==> src/rtl/obstacle_spawn_scheduler_pkg.sv <==
// rtl/obstacle_spawn_scheduler_pkg.sv - shared types and LFSR step for the obstacle spawn scheduler
package obstacle_spawn_scheduler_pkg;

  typedef enum logic [1:0] {
    IDLE  = 2'd0,
    LOAD  = 2'd1,
    COUNT = 2'd2,
    SPAWN = 2'd3
  } state_e;

  typedef enum logic [1:0] {
    CACTUS_S = 2'd0,
    CACTUS_L = 2'd1,
    BIRD_LO  = 2'd2,
    BIRD_HI  = 2'd3
  } spawn_type_e;

  // Right-shifting Galois form of x^8+x^6+x^5+x^4+1
  localparam logic [7:0] LFSR_TAPS = 8'hB8;

  function automatic logic [7:0] lfsr_next(input logic [7:0] cur);
    return {1'b0, cur[7:1]} ^ (cur[0] ? LFSR_TAPS : 8'h00);
  endfunction

endpackage

==> src/rtl/obstacle_spawn_scheduler_if.sv <==
// rtl/obstacle_spawn_scheduler_if.sv - spawn request handshake between scheduler and renderer
interface obstacle_spawn_scheduler_if;
  import obstacle_spawn_scheduler_pkg::*;

  logic        spawn_valid;
  logic        spawn_ready;
  spawn_type_e spawn_type;

  modport master (output spawn_valid, output spawn_type, input spawn_ready);
  modport slave  (input spawn_valid, input spawn_type, output spawn_ready);

endinterface

==> src/rtl/obstacle_spawn_scheduler_lfsr.sv <==
// rtl/obstacle_spawn_scheduler_lfsr.sv - free-running 8-bit Galois LFSR supplying type and jitter bits
module obstacle_spawn_scheduler_lfsr
  import obstacle_spawn_scheduler_pkg::*;
#(
  parameter logic [7:0] SEED = 8'hA5
) (
  input  logic       clk,
  input  logic       rst,
  output logic [1:0] lfsr_type,
  output logic [4:0] lfsr_jit
);

  logic [7:0] lfsr_q, lfsr_d;

  always_comb begin
    lfsr_d = lfsr_next(lfsr_q);
  end

  always_ff @(posedge clk) begin
    if (rst) lfsr_q <= SEED;
    else     lfsr_q <= lfsr_d;
  end

  assign lfsr_type = lfsr_q[7:6];
  assign lfsr_jit  = lfsr_q[4:0];

endmodule

==> src/rtl/obstacle_spawn_scheduler.sv <==
// rtl/obstacle_spawn_scheduler.sv - speed-scaled, jittered obstacle spawn sequencer with valid/ready output
module obstacle_spawn_scheduler
  import obstacle_spawn_scheduler_pkg::*;
#(
  parameter int         CNT_W         = 9,
  parameter int         BASE_INTERVAL = 400,
  parameter int         MIN_INTERVAL  = 64,
  parameter int         SPEED_STEP    = 24,
  parameter int         SPEED_W       = 4,
  parameter bit         JITTER_EN     = 1'b1,
  parameter logic [7:0] LFSR_SEED     = 8'hA5
) (
  input  logic                        clk,
  input  logic                        rst,
  input  logic                        tick,
  input  logic                        start,
  input  logic                        pause,
  input  logic                        game_over,
  input  logic [SPEED_W-1:0]          speed,
  obstacle_spawn_scheduler_if.master  spawn_if,
  output logic [CNT_W-1:0]            count,
  output logic [7:0]                  spawns_total,
  output logic                        busy
);

  localparam int AW = CNT_W + SPEED_W + 2;
  localparam logic [CNT_W-1:0] CNT_MAX = '1;

  state_e           state_q, state_d;
  logic [CNT_W-1:0] count_q, count_d;
  logic             valid_q, valid_d;
  spawn_type_e      type_q, type_d;
  logic [7:0]       total_q, total_d;

  logic [1:0]       lfsr_type;
  logic [4:0]       lfsr_jit;

  logic signed [AW-1:0] raw_iv, base_iv, jit_iv;
  logic [CNT_W-1:0]     interval;

  obstacle_spawn_scheduler_lfsr #(.SEED(LFSR_SEED)) u_lfsr (
    .clk       (clk),
    .rst       (rst),
    .lfsr_type (lfsr_type),
    .lfsr_jit  (lfsr_jit)
  );

  // Signed so a high speed can drive raw below zero before the floor is applied
  always_comb begin
    raw_iv  = AW'(BASE_INTERVAL) - AW'(speed) * AW'(SPEED_STEP);
    base_iv = (raw_iv < AW'(MIN_INTERVAL)) ? AW'(MIN_INTERVAL) : raw_iv;
    jit_iv  = base_iv + (JITTER_EN ? $signed(AW'(lfsr_jit)) : AW'(0));
    if (jit_iv > $signed(AW'(CNT_MAX))) interval = CNT_MAX;
    else                                interval = jit_iv[CNT_W-1:0];
  end

  always_comb begin
    state_d = state_q;
    count_d = count_q;
    valid_d = valid_q;
    type_d  = type_q;
    total_d = total_q;
    unique case (state_q)
      IDLE: if (start) state_d = LOAD;
      LOAD: begin
        count_d = interval;
        state_d = COUNT;
      end
      COUNT: begin
        if (count_q == '0) begin
          state_d = SPAWN;
          valid_d = 1'b1;
          type_d  = spawn_type_e'(lfsr_type);
        end else if (tick && !pause) begin
          count_d = count_q - CNT_W'(1);
        end
      end
      SPAWN: begin
        if (spawn_if.spawn_ready) begin
          valid_d = 1'b0;
          total_d = total_q + 8'd1;
          state_d = LOAD;
        end
      end
      default: state_d = IDLE;
    endcase
    // Abort wins over start and over a same-cycle handshake
    if (game_over) begin
      state_d = IDLE;
      count_d = '0;
      valid_d = 1'b0;
      total_d = total_q;
    end
  end

  always_ff @(posedge clk) begin
    if (rst) begin
      state_q <= IDLE;
      count_q <= '0;
      valid_q <= 1'b0;
      type_q  <= CACTUS_S;
      total_q <= 8'd0;
    end else begin
      state_q <= state_d;
      count_q <= count_d;
      valid_q <= valid_d;
      type_q  <= type_d;
      total_q <= total_d;
    end
  end

  assign spawn_if.spawn_valid = valid_q;
  assign spawn_if.spawn_type  = type_q;
  assign count                = count_q;
  assign spawns_total         = total_q;
  assign busy                 = (state_q != IDLE);

endmodule

==> src/flat_wrapper.sv <==
// flat-port wrapper written by rule: the top's interface ports become plain ports
module obstacle_spawn_scheduler_flat import obstacle_spawn_scheduler_pkg::*;
#(
  parameter int         CNT_W         = 9,
  parameter int         BASE_INTERVAL = 400,
  parameter int         MIN_INTERVAL  = 64,
  parameter int         SPEED_STEP    = 24,
  parameter int         SPEED_W       = 4,
  parameter bit         JITTER_EN     = 1'b1,
  parameter logic [7:0] LFSR_SEED     = 8'hA5
)
  (clk, rst, tick, start, pause, game_over, speed, count, spawns_total, busy, spawn_if_spawn_valid, spawn_if_spawn_type, spawn_if_spawn_ready);
  obstacle_spawn_scheduler_if spawn_if_i ();
  input  logic clk;
  input  logic rst;
  input  logic tick;
  input  logic start;
  input  logic pause;
  input  logic game_over;
  input  logic [SPEED_W-1:0] speed;
  output logic [CNT_W-1:0] count;
  output logic [7:0] spawns_total;
  output logic busy;
  output wire logic [$bits(spawn_if_i.spawn_valid)-1:0] spawn_if_spawn_valid;
  output wire logic [$bits(spawn_if_i.spawn_type)-1:0] spawn_if_spawn_type;
  input wire logic [$bits(spawn_if_i.spawn_ready)-1:0] spawn_if_spawn_ready;
  assign spawn_if_spawn_valid = spawn_if_i.spawn_valid;
  assign spawn_if_spawn_type = spawn_if_i.spawn_type;
  assign spawn_if_i.spawn_ready = spawn_if_spawn_ready;
  obstacle_spawn_scheduler #(.CNT_W(CNT_W), .BASE_INTERVAL(BASE_INTERVAL), .MIN_INTERVAL(MIN_INTERVAL), .SPEED_STEP(SPEED_STEP), .SPEED_W(SPEED_W), .JITTER_EN(JITTER_EN), .LFSR_SEED(LFSR_SEED)) u_core (.clk(clk), .rst(rst), .tick(tick), .start(start), .pause(pause), .game_over(game_over), .speed(speed), .spawn_if(spawn_if_i), .count(count), .spawns_total(spawns_total), .busy(busy));
endmodule
==> config.mk <==
export PLATFORM = sky130hd
export DESIGN_NAME = obstacle_spawn_scheduler_flat
export DESIGN_NICKNAME = d
export VERILOG_FILES = /design/src/rtl/obstacle_spawn_scheduler_pkg.sv /design/src/rtl/obstacle_spawn_scheduler_if.sv /design/src/rtl/obstacle_spawn_scheduler_lfsr.sv /design/src/rtl/obstacle_spawn_scheduler.sv /design/src/flat_wrapper.sv
export SDC_FILE = /design/constraint.sdc
export NUM_CORES = 1
export LEC_CHECK = 0
export ABC_AREA = 0
export CORE_ASPECT_RATIO = 2
export CORE_MARGIN = 3
export CORE_UTILIZATION = 25
export DETAILED_ROUTE_END_ITERATION = 12
export GPL_ROUTABILITY_DRIVEN = 0
export GPL_TIMING_DRIVEN = 1
export MAX_ROUTING_LAYER = met4
export PLACE_DENSITY = 0.44
export SLEW_MARGIN = 10
export SYNTH_ARGS = -nofsm -noshare
export SYNTH_HDL_FRONTEND = slang
export SYNTH_HIERARCHICAL = 1
export SYNTH_SLANG_ARGS = --single-unit
==> constraint.sdc <==
create_clock -name clk -period 7 [get_ports clk]
set_input_delay 1.05 -clock clk [delete_from_list [all_inputs] [get_ports clk]]
set_output_delay 1.05 -clock clk [all_outputs]
set_load 0.03 [all_outputs]
==> qor.csv <==
metric,value,unit
Post-DRT Antenna Nets,0,
Die Span Y,133,um
total grt overflow,0,
crit path capture type,flip-flop,
"Cell Chain, Critical Path","clkdlybuf4s50_1, ha_1, fa_1, xnor2_1, nor4_1, a221oi_1, a2bb2oi_1, nor2_1, ha_1, nor2b_1, ha_1, fa_1, nor2b_1, and3_1, or3b_1, o211ai_1",
register bit total from synthesis,30,
Power Density,202,mW/mm2
vias in the first global route,1731,
Routed WL per cell,13.6,um
CP Launch Type,primary input,
Worst Setup EP,u_core/count[7]$_SDFFE_PP0P_,
most frequent cells in the layout,"31 x clkdlybuf4s50_1, 30 x dfxtp_1, 22 x nor2_1",
Combinational Power Share,19.7,%
CTS max path bufs,2,
fill count,839,
maximum VDD drop,0.132,mV
Final Hold Viols,0,
P_int,0.361,mW
initial antenna violation count,0,
clock latency on the worst-skew pair,0.27,ns
Post-synth top flop,dfxtp_1,
critical path's largest stage delay,0.48,ns
Tmin final,4.86,ns
core area,0.00771,mm2
GRT Total Usage,11.3,%
Die Span X,69.3,um
Total Wirelength,4730,um
clk slew on worst S/H paths,0.05,ns
via count,1676,
Die Footprint,0.00918,mm2
Critical Path Stages,16,
"most common cell after layout, fill and taps aside",clkdlybuf4s50_1,
Worst Skew,0.00350,ns
CTS Hold Bufs,0,
Tightest Pin Transition,0.848,ns
WP buf/inv,1,
Yosys top cell by area,dfxtp_1,
Gate Count Post-Synth,230,
status,finished clean,
drt first pass iters,4,
post-CTS sizing,0,
post-CTS setup buffers,0,
Syn Std Cell Area,0.00200,mm2
clock sink total,30,
Remaining DRCs,0,
Yosys top cell area share,30.0,%
Top delay family on crit path,adder cells,
ant diodes,0,
Critical Path AT,5.05,ns
R2R cell count,6,
Max Slew Vio Count,0,
FF-to-FF setup slack,4.61,ns
Flop pwr share,37.0,%
sw frac,27.4,%
CTS tree,yes,
CTS Buf Count,5,
# Max-Cap Violations,0,
RR Endpoint,u_core/count[0]$_SDFFE_PP0P_,
number of I/O pins,32,
"EDFF count, synth",0,
Switch Pwr,0.136,mW
synth unique cells,60,
Starting Density,26.0,%
Post-Syn Nets,258,
final setup fails,0,
layout cell share with drive strength beyond 1,9.45,%
vias per inst,4.82,
DR iter-0 viols,99,
largest net degree at the start of global routing,25,
worst path required time,7.19,ns
nets@finish,281,
FP Rows,45,
PnR Total Power,0.498,mW
leading post-synthesis cells by cell area,"dfxtp_1 30%, ha_1 9.4%, nor2_1 4.1%",
Clk network pwr share,43.3,%
PortBufs,31,
Tcrit/Tclk final,69.4,%
beginning of the worst hold path,u_core/u_lfsr/lfsr_q[1]$_SDFF_PP0_,
Clock H-tree levels,2,
RR Startpoint,u_core/state_q[0]$_SDFFE_PP0P_,
slew margin rel.,43.5,%
Hold WC Path Type,flip-flop to flip-flop,
hpwl dp,3710,um
root buffer cell,clkbuf_16,
Crit path top cell by count,ha_1,
crit path max-delay cell type,clkdlybuf4s50_1,
Crit Path Category,primary input to flip-flop,
crit-path max FO,7,
Static Leak,0.932,nW
Layout area overhead,23.2,%
fmax,206,MHz
sequential share of the synthesized area,30.0,%
post-synthesis async set-or-reset flop share,0,%
first-pass GRT wire length,8090,um
unrepaired setup endpoints after global routing,no,
final setup TNS,0,ns
Yosys warning total,6,
crit path launch,speed[0],
"Avg Cell Area, Syn",8.70,um2
[cell usage after synthesis (all sizes together) (3+ instances only)]
library cell / number
ha: 15
nor2: 23
clkbuf: 4
dfxtp: 30
or3: 3
xor2: 6
inv: 14
o31a: 3
and3: 3
o21ai: 8
nor2b: 7
nand2: 14
nand3: 7
nor4: 4
mux2i: 4
nor3: 4
xnor2: 8
o31ai: 3
buf: 10
or2: 5
nand3b: 3
a21oi: 13
nand2b: 3
[worst reg2reg max path: stages, from the launching register on]
cell and delay [ns]:
dfxtp_1 0.35, inv_1 0.10, ha_1 0.72, nand3b_1 0.29, o21bai_4 0.26, and2_4 0.19, o311a_2 0.36
[per-layer routing]
metal / track usage (%) / part of all wire (%) / up-vias
met2: 21.4 / 58 / 29
li1: - / - / 850
met1: 10.3 / 37 / 789
met5: - / 0 / -
met4: 5.87 / 2.6 / 0
met3: 2.13 / 2.5 / 8
[area by class of cell]
cell class | count | area (um2) | area share, %
Clock inverter | 2 | 12.5 | 0.507
Timing Repair Buffer | 31 | 310 | 12.6
Sequential cell | 30 | 601 | 24.4
Inverter | 14 | 52.6 | 2.13
Tap cell | 94 | 118 | 4.77
Multi-Input combinational cell | 171 | 1230 | 50.0
Clock buffer | 6 | 139 | 5.63
[stage by stage]
stage	cell area, um2	std cells	hold WS [ns]	util [%]	setup WS (ns)
after floorplan	2000	230	0.409	-	2.61
after global placement	2310	340	0.437	30.0	1.91
after detailed placement	2310	340	0.428	30.0	1.85
after CTS	2470	348	0.441	32.0	2.11
after global routing	2470	348	0.464	32.0	1.80
final	2470	348	0.435	32.0	2.14
[sequential cells by signal (all words and copies together) (netlist names)]
register                     count
u_core/count                     9
u_core/spawn_if.spawn_type       2
u_core/spawn_if.spawn_valid      1
u_core/spawns_total              8
u_core/state_q                   2
u_core/u_lfsr/lfsr_q             8
[power by group through the flow]
stage	combinational [mW]	clock [mW]	sequential [mW]
floorplan	0.0761	0	0.188
global placement	0.0983	0	0.188
detailed placement	0.0985	0	0.188
CTS	0.0991	0.225	0.184
global route	0.111	0.232	0.185
finish	0.0981	0.216	0.184
[cell families after synthesis]
kind of cell	count (synthesis)	synth area share, %
compound gates	48	18.0
xor+xnor	14	6.13
fa+ha+maj	17	11.4
buf+inv	29	8.37
flops	30	30.0
mux	5	2.56
simple gates	87	23.6
[worst min path at each step]
| stage | cells after the start | endpoint | slack [ns] |
|---|---|---|---|
| 2_1_floorplan | 1 | u_core/u_lfsr/lfsr_q[0]$_SDFF_PP1_ | 0.41 |
| 3_3_place_gp | 1 | u_core/u_lfsr/lfsr_q[0]$_SDFF_PP1_ | 0.44 |
| 3_5_place_dp | 1 | u_core/u_lfsr/lfsr_q[0]$_SDFF_PP1_ | 0.43 |
| 4_1_cts | 1 | u_core/u_lfsr/lfsr_q[0]$_SDFF_PP1_ | 0.44 |
| 5_1_grt | 1 | u_core/u_lfsr/lfsr_q[0]$_SDFF_PP1_ | 0.46 |
| 6_report | 1 | u_core/u_lfsr/lfsr_q[0]$_SDFF_PP1_ | 0.43 |
Power figures use the tool's default switching activity.
